<file path="config.mk">
export PLATFORM = sky130hd
export DESIGN_NAME = mod3_stream_acc
export DESIGN_NICKNAME = d
export VERILOG_FILES = /design/src/rtl/mod3_stream_acc.sv
export SDC_FILE = /design/constraint.sdc
export NUM_CORES = 1
export LEC_CHECK = 0
export ABC_AREA = 1
export CAP_MARGIN = 30
export CORE_MARGIN = 2
export CORE_UTILIZATION = 25
export CTS_BUF_LIST = sky130_fd_sc_hd__clkbuf_8
export DETAILED_ROUTE_END_ITERATION = 6
export DONT_BUFFER_PORTS = 1
export SLEW_MARGIN = 10
export SYNTH_ARGS = -nofsm -noshare
export SYNTH_HDL_FRONTEND = slang
export SYNTH_SLANG_ARGS = --single-unit
</file>
<file path="constraint.sdc">
create_clock -name clk -period 3.5 [get_ports clk]
set_input_delay 0.525 -clock clk [delete_from_list [all_inputs] [get_ports clk]]
set_output_delay 0.525 -clock clk [all_outputs]
set_load 0.03 [all_outputs]
</file>
<file path="src/rtl/mod3_stream_acc.sv">
// rtl/mod3_stream_acc.sv - streaming divisibility-by-3 accumulator over multi-word packets
module mod3_stream_acc #(
    parameter int DATA_W = 8
) (
    input  logic              clk,
    input  logic              rst_n,
    input  logic              in_valid,
    output logic              in_ready,
    input  logic [DATA_W-1:0] in_data,
    input  logic              in_last,
    output logic              out_valid,
    input  logic              out_ready,
    output logic [1:0]        out_rem,
    output logic              out_div,
    output logic [15:0]       out_words
);

    typedef enum logic {ACC, HOLD} state_t;

    // Weight of one whole word position: 2^DATA_W mod 3.
    localparam logic [1:0] K = (DATA_W % 2 == 0) ? 2'd1 : 2'd2;

    function automatic logic [1:0] add_mod3(input logic [1:0] a, input logic [1:0] b);
        logic [2:0] s;
        s = {1'b0, a} + {1'b0, b};
        if (s >= 3'd3) begin
            s = s - 3'd3;
        end
        return s[1:0];
    endfunction

    // Bit i carries weight 2^i mod 3, which alternates 1, 2, 1, 2, ...
    function automatic logic [1:0] word_mod3(input logic [DATA_W-1:0] d);
        logic [1:0] res;
        res = 2'd0;
        for (int i = 0; i < DATA_W; i++) begin
            if (d[i]) begin
                res = add_mod3(res, (i % 2 == 0) ? 2'd1 : 2'd2);
            end
        end
        return res;
    endfunction

    state_t      state;
    logic [1:0]  r;
    logic [15:0] cnt;
    logic [1:0]  w;
    logic [1:0]  r_scaled;
    logic [1:0]  r_next;
    logic [15:0] cnt_next;
    logic        accept;

    assign in_ready = (state == ACC);
    assign accept   = in_valid && in_ready;

    always_comb begin
        w        = word_mod3(in_data);
        r_scaled = (K == 2'd1) ? r : add_mod3(r, r);
        r_next   = add_mod3(r_scaled, w);
        cnt_next = (cnt == 16'hFFFF) ? cnt : cnt + 16'd1;
    end

    always_ff @(posedge clk or negedge rst_n) begin
        if (!rst_n) begin
            state     <= ACC;
            r         <= 2'd0;
            cnt       <= 16'd0;
            out_valid <= 1'b0;
            out_rem   <= 2'd0;
            out_div   <= 1'b0;
            out_words <= 16'd0;
        end else begin
            case (state)
                ACC: begin
                    if (accept) begin
                        if (in_last) begin
                            out_rem   <= r_next;
                            out_div   <= (r_next == 2'd0);
                            out_words <= cnt_next;
                            out_valid <= 1'b1;
                            state     <= HOLD;
                        end else begin
                            r   <= r_next;
                            cnt <= cnt_next;
                        end
                    end
                end
                HOLD: begin
                    // Result fields are left as-is after the handshake.
                    if (out_ready) begin
                        out_valid <= 1'b0;
                        r         <= 2'd0;
                        cnt       <= 16'd0;
                        state     <= ACC;
                    end
                end
                default: state <= ACC;
            endcase
        end
    end

endmodule
</file>
==> results of run 1 <==
[power groups by stage]
| stage | registers, mW | clock network (mW) | logic [mW] |
|---|---|---|---|
| after floorplan | 0.595 | 0 | 0.221 |
| after global placement | 0.615 | 0 | 0.274 |
| after detailed placement | 0.614 | 0 | 0.281 |
| after CTS | 0.605 | 0.397 | 0.335 |
| after global routing | 0.613 | 0.416 | 0.457 |
| final | 0.603 | 0.385 | 0.403 |
[worst max-delay path: cells and delay by family]
family	cells	cell delay, ns
AOI/OAI and AO/OA	5	0.52
and+or+nand+nor	9	1.06
buffers and inverters	3	0.20
adders and majority gates	8	1.94
[metal layers]
layer	GRT usage [%]	wire length, um	up-vias	share of wire [%]
met1	13.96	2347	889	46
met5	0	0	-	0
met2	17.60	2332	36	46
li1	-	-	986	-
met4	3.267	61	0	1.2
met3	3.830	348	5	6.8
[final cells by class]
| class | instances | area share, % |
|---|---|---|
| Multi-Input combinational cell | 220 | 46.73 |
| Timing Repair Buffer | 13 | 4.019 |
| Tap cell | 111 | 4.903 |
| Inverter | 40 | 5.742 |
| Clock buffer | 6 | 2.915 |
| Clock inverter | 2 | 1.237 |
| Sequential cell | 39 | 34.45 |
[per-stage QoR]
stage               util (%)  area (um2)  cells
CTS                    30.47        2775    430
finish                 31.10        2833    431
floorplan                  -        2392    304
detailed placement     28.15        2564    417
global placement       28.15        2564    417
global route           31.10        2833    431
[what timing repair did]
action | CTS | global route
hold buffers | 1 | 0
gates resized for setup | 8 | 12
endpoints found under the hold margin | 39 | 0
setup endpoints to repair | 5 | 5
pin swaps | 8 | 4
setup buffers | 4 | 1
[cells by family (layout without fill, tap and decap cells)]
| group | count (synthesis) | in the layout | synth area share (%) |
|---|---|---|---|
| flops | 39 | 39 | 42.00 |
| simple gates | 162 | 162 | 31.66 |
| fa+ha+maj | 11 | 11 | 6.247 |
| compound gates | 37 | 37 | 8.670 |
| xor+xnor | 10 | 10 | 4.093 |
| buf+inv | 45 | 61 | 7.323 |
[how the worst max path moves through the flow]
stage	slack (ns)	end	cells past startpoint	from
2_1_floorplan	-0.63	out_div	27	in_data[0]
3_3_place_gp	-0.80	out_rem[1]	23	in_data[0]
3_5_place_dp	-0.90	out_div	27	in_data[1]
4_1_cts	-0.47	out_div	27	in_data[0]
5_1_grt	-0.74	out_div	27	in_data[0]
6_report	-0.55	r[0]	25	in_data[0]
[state kept, by name (all words and copies together), names as in the netlist]
name       flops
cnt           16
out_words     16
out_rem        2
r              2
out_div        1
out_valid      1
state          1
[synthesized netlist by cell type]
cell	n
sky130_fd_sc_hd__nor2_2	2
sky130_fd_sc_hd__nor2_1	14
sky130_fd_sc_hd__nand2_1	114
sky130_fd_sc_hd__a21oi_1	5
sky130_fd_sc_hd__nor4_1	1
sky130_fd_sc_hd__o21ai_1	17
sky130_fd_sc_hd__or2_0	1
sky130_fd_sc_hd__a21boi_1	1
sky130_fd_sc_hd__nand3b_4	1
sky130_fd_sc_hd__nand3_1	13
sky130_fd_sc_hd__clkinv_1	1
sky130_fd_sc_hd__nand4_1	1
sky130_fd_sc_hd__nand4_4	1
sky130_fd_sc_hd__o22ai_1	2
sky130_fd_sc_hd__fa_1	1
sky130_fd_sc_hd__o21ai_0	9
sky130_fd_sc_hd__or2_2	1
sky130_fd_sc_hd__ha_1	10
sky130_fd_sc_hd__a22o_1	3
sky130_fd_sc_hd__nand2_2	4
sky130_fd_sc_hd__xor2_1	8
sky130_fd_sc_hd__nand3_4	1
sky130_fd_sc_hd__inv_1	34
sky130_fd_sc_hd__nor2_8	1
sky130_fd_sc_hd__or2_1	1
sky130_fd_sc_hd__xor2_2	1
sky130_fd_sc_hd__nor3_1	4
sky130_fd_sc_hd__xnor2_1	1
sky130_fd_sc_hd__nor2_4	2
sky130_fd_sc_hd__buf_2	1
sky130_fd_sc_hd__dfrtp_1	39
sky130_fd_sc_hd__clkbuf_1	4
sky130_fd_sc_hd__inv_2	5
==> results.md, run 1 <==
Global route:
- The via count of the first global-routing pass came to 1935.
- The total global routing overflow is 0.
- The number of antenna violations at the first check in global routing was 0.
- Global routing used 10.98% of the available tracks across all layers.
- The first global-routing pass estimated 8.894 mm of wire.
- The largest net degree at the start of global routing is 40.

Setup path:
- The data required time of the worst path is 3.68 ns.
- The top fanout value on the critical path is 3.
- The slowest stage of the critical path is the sky130_fd_sc_hd__fa_2 cell.
- Setup slack on the worst reg-to-reg path comes out at 1.57 ns.
- The cell with the most instances on the worst path is sky130_fd_sc_hd__ha_4.
- The worst register-to-register path has a depth of 7.
- The kind of capture point of the worst setup path is a flip-flop.
- The worst flop-to-flop path endpoint is r[0].
- The delay contributed by the slowest stage of the critical path is 0.47 ns.
- The worst flop-to-flop path startpoint is r[0].
- STA puts the critical path data arrival time at 4.23 ns.
- The worst setup path is launched from an input pin.
- The kind of critical path is in2reg.

Clock tree:
- Clock latency on the worst-skew pair, taken at its later pin, is 0.29 ns.
- The H-tree depth reported by CTS is 2.
- Counting the buffers created by CTS gives 5.
- The deepest clock path buffer count is 2.
- The TritonCTS sink count is 39.
- TritonCTS built the clock tree.
- The clock tree root driver cell is sky130_fd_sc_hd__clkbuf_8.
- Clock-pin slew was measured on the worst setup and hold paths at 0.07 ns.

STA:
- The count of pins over their slew limit is 0.
- Across all setup checks in the final design, the least slack found is -0.5509 ns.
- After layout, the minimum clock period comes to 4.051 ns.
- The worst hold slack across all endpoints is 0.07410 ns.
- The total setup violations reported at the end of the flow is 5.
- The number of failing hold endpoints at the final stage is 0.
- The share of the clock period used by the worst path after layout is 115.7%.
- The worst clock skew is 0.005485 ns.
- Setup repair after global routing could not meet its margin everywhere.
- The worst pin sits at a relative slew slack of 69.02%.
- At the pin with the least slew margin, the transition time is 0.4641 ns.
- For this run, the top clock speed supported by timing is 0.2469 GHz.
- The aggregate negative setup slack is -2.386 ns.

Finish:
- 0 antenna diodes ended up in the layout.
- The ratio of cells with drive above 1 in the final layout is 20.31%.
- The most common cell after layout, fill and taps aside is sky130_fd_sc_hd__nand2_1.
- Compared with the post-synthesis result, the final layout area differs by 21.92%.
- In the layout the commonest cells are sky130_fd_sc_hd__nand2_1 (111), sky130_fd_sc_hd__dfrtp_1 (39), sky130_fd_sc_hd__inv_1 (29).
- The layout filler cell count is 955.
- The total number of nets in the final design is 343.
- The area used by multi-input combinational logic is 1324 um2.
- The sequential cell area is 975.9 um2.

Detailed routing:
- The routed wire length is 5.089 mm.
- The per-cell via count in the routed design is 4.445.
- The detailed router finished its first iteration with 85 violations.
- The first-pass detailed-route iteration total is 4.
- The number of vias in the routed layout is 1916.
- The average wire per standard cell is 11.81 um.
- The residual DRC count is 0.
- In this run the remaining antenna-violating nets after routing total 0.

Power:
- The design draws 1.391 mW.
- The proportion of power drawn by the clock network is 27.7%.
- The net switching share of the total power is 33.72%.
- The relative contribution of combinational cells to total power is 29.0%.
- The internal power is 0.9216 mW.
- The standby leakage power is 1.451 nW.
- The total net switching power is 0.4689 mW.
- The fraction of power consumed by sequential logic is 43.4%.
- The largest voltage drop on the vdd net is 0.1667 mV.
- Power spread over the standard cell area amounts to 490.9 nW/um2.

Yosys:
- The share of the Yosys chip area taken by registers is 42.00%.
- Of the post-synthesis cell area, the dominant cell type holds 42.00%.
- The post-synthesis average cell area is 7.643 um2.
- The Yosys step of the flow raised 0 warnings.
- Synthesis instantiated 33 different standard cells from the library.
- Summing every instance area after synthesis gives 2323 um2.
- By area the synthesized netlist is led by sky130_fd_sc_hd__dfrtp_1 (42%), sky130_fd_sc_hd__nand2_1 (18%), sky130_fd_sc_hd__inv_1 (5.5%).
- The number of instances in the synthesized netlist is 304.
- The number of synthesized register bits is 39.
- The library cell occupying the most area in the post-synthesis netlist is sky130_fd_sc_hd__dfrtp_1.
- Counting every net in the synthesized netlist gives 328.

Placement:
- The weighted congestion reported at the end of routability-driven placement is 0.8440.
- The HPWL reported at the end of detailed placement is 3.760 mm.
- During placement, the flow inserted port buffers numbering 0.
- The post-placement worst setup slack is -0.8955 ns.

Floorplan:
- The area of the core is 9109 um2.
- The number of ports placed on the die boundary is 34.
- The horizontal die dimension is 100.4 um.
- The initial core utilization is 25.51%.
- The floorplan has 35 rows.
- The die height is 100.4 um.
- The die area is 10080 um2.

Job:
- The tool flagged a number of max-cap violations equal to 0.

Hold path:
- The worst hold path belongs to the class in2async.

Outcome:
- The flow ran to the end, but the final reports show violations.
- The checks that failed: negative setup slack.
Note: power is estimated with default switching activity, not from simulation.
==> inputs of run 2 (changes only) <==
--- a/config.mk
+++ b/config.mk
@@ -12,7 +12,7 @@
 export CTS_BUF_LIST = sky130_fd_sc_hd__clkbuf_8
 export DETAILED_ROUTE_END_ITERATION = 6
 export DONT_BUFFER_PORTS = 1
-export SLEW_MARGIN = 10
+export SLEW_MARGIN = 20
 export SYNTH_ARGS = -nofsm -noshare
 export SYNTH_HDL_FRONTEND = slang
 export SYNTH_SLANG_ARGS = --single-unit
==> results of run 2 <==
No change in the layout: final DEF, timing and power equal those of run 1.
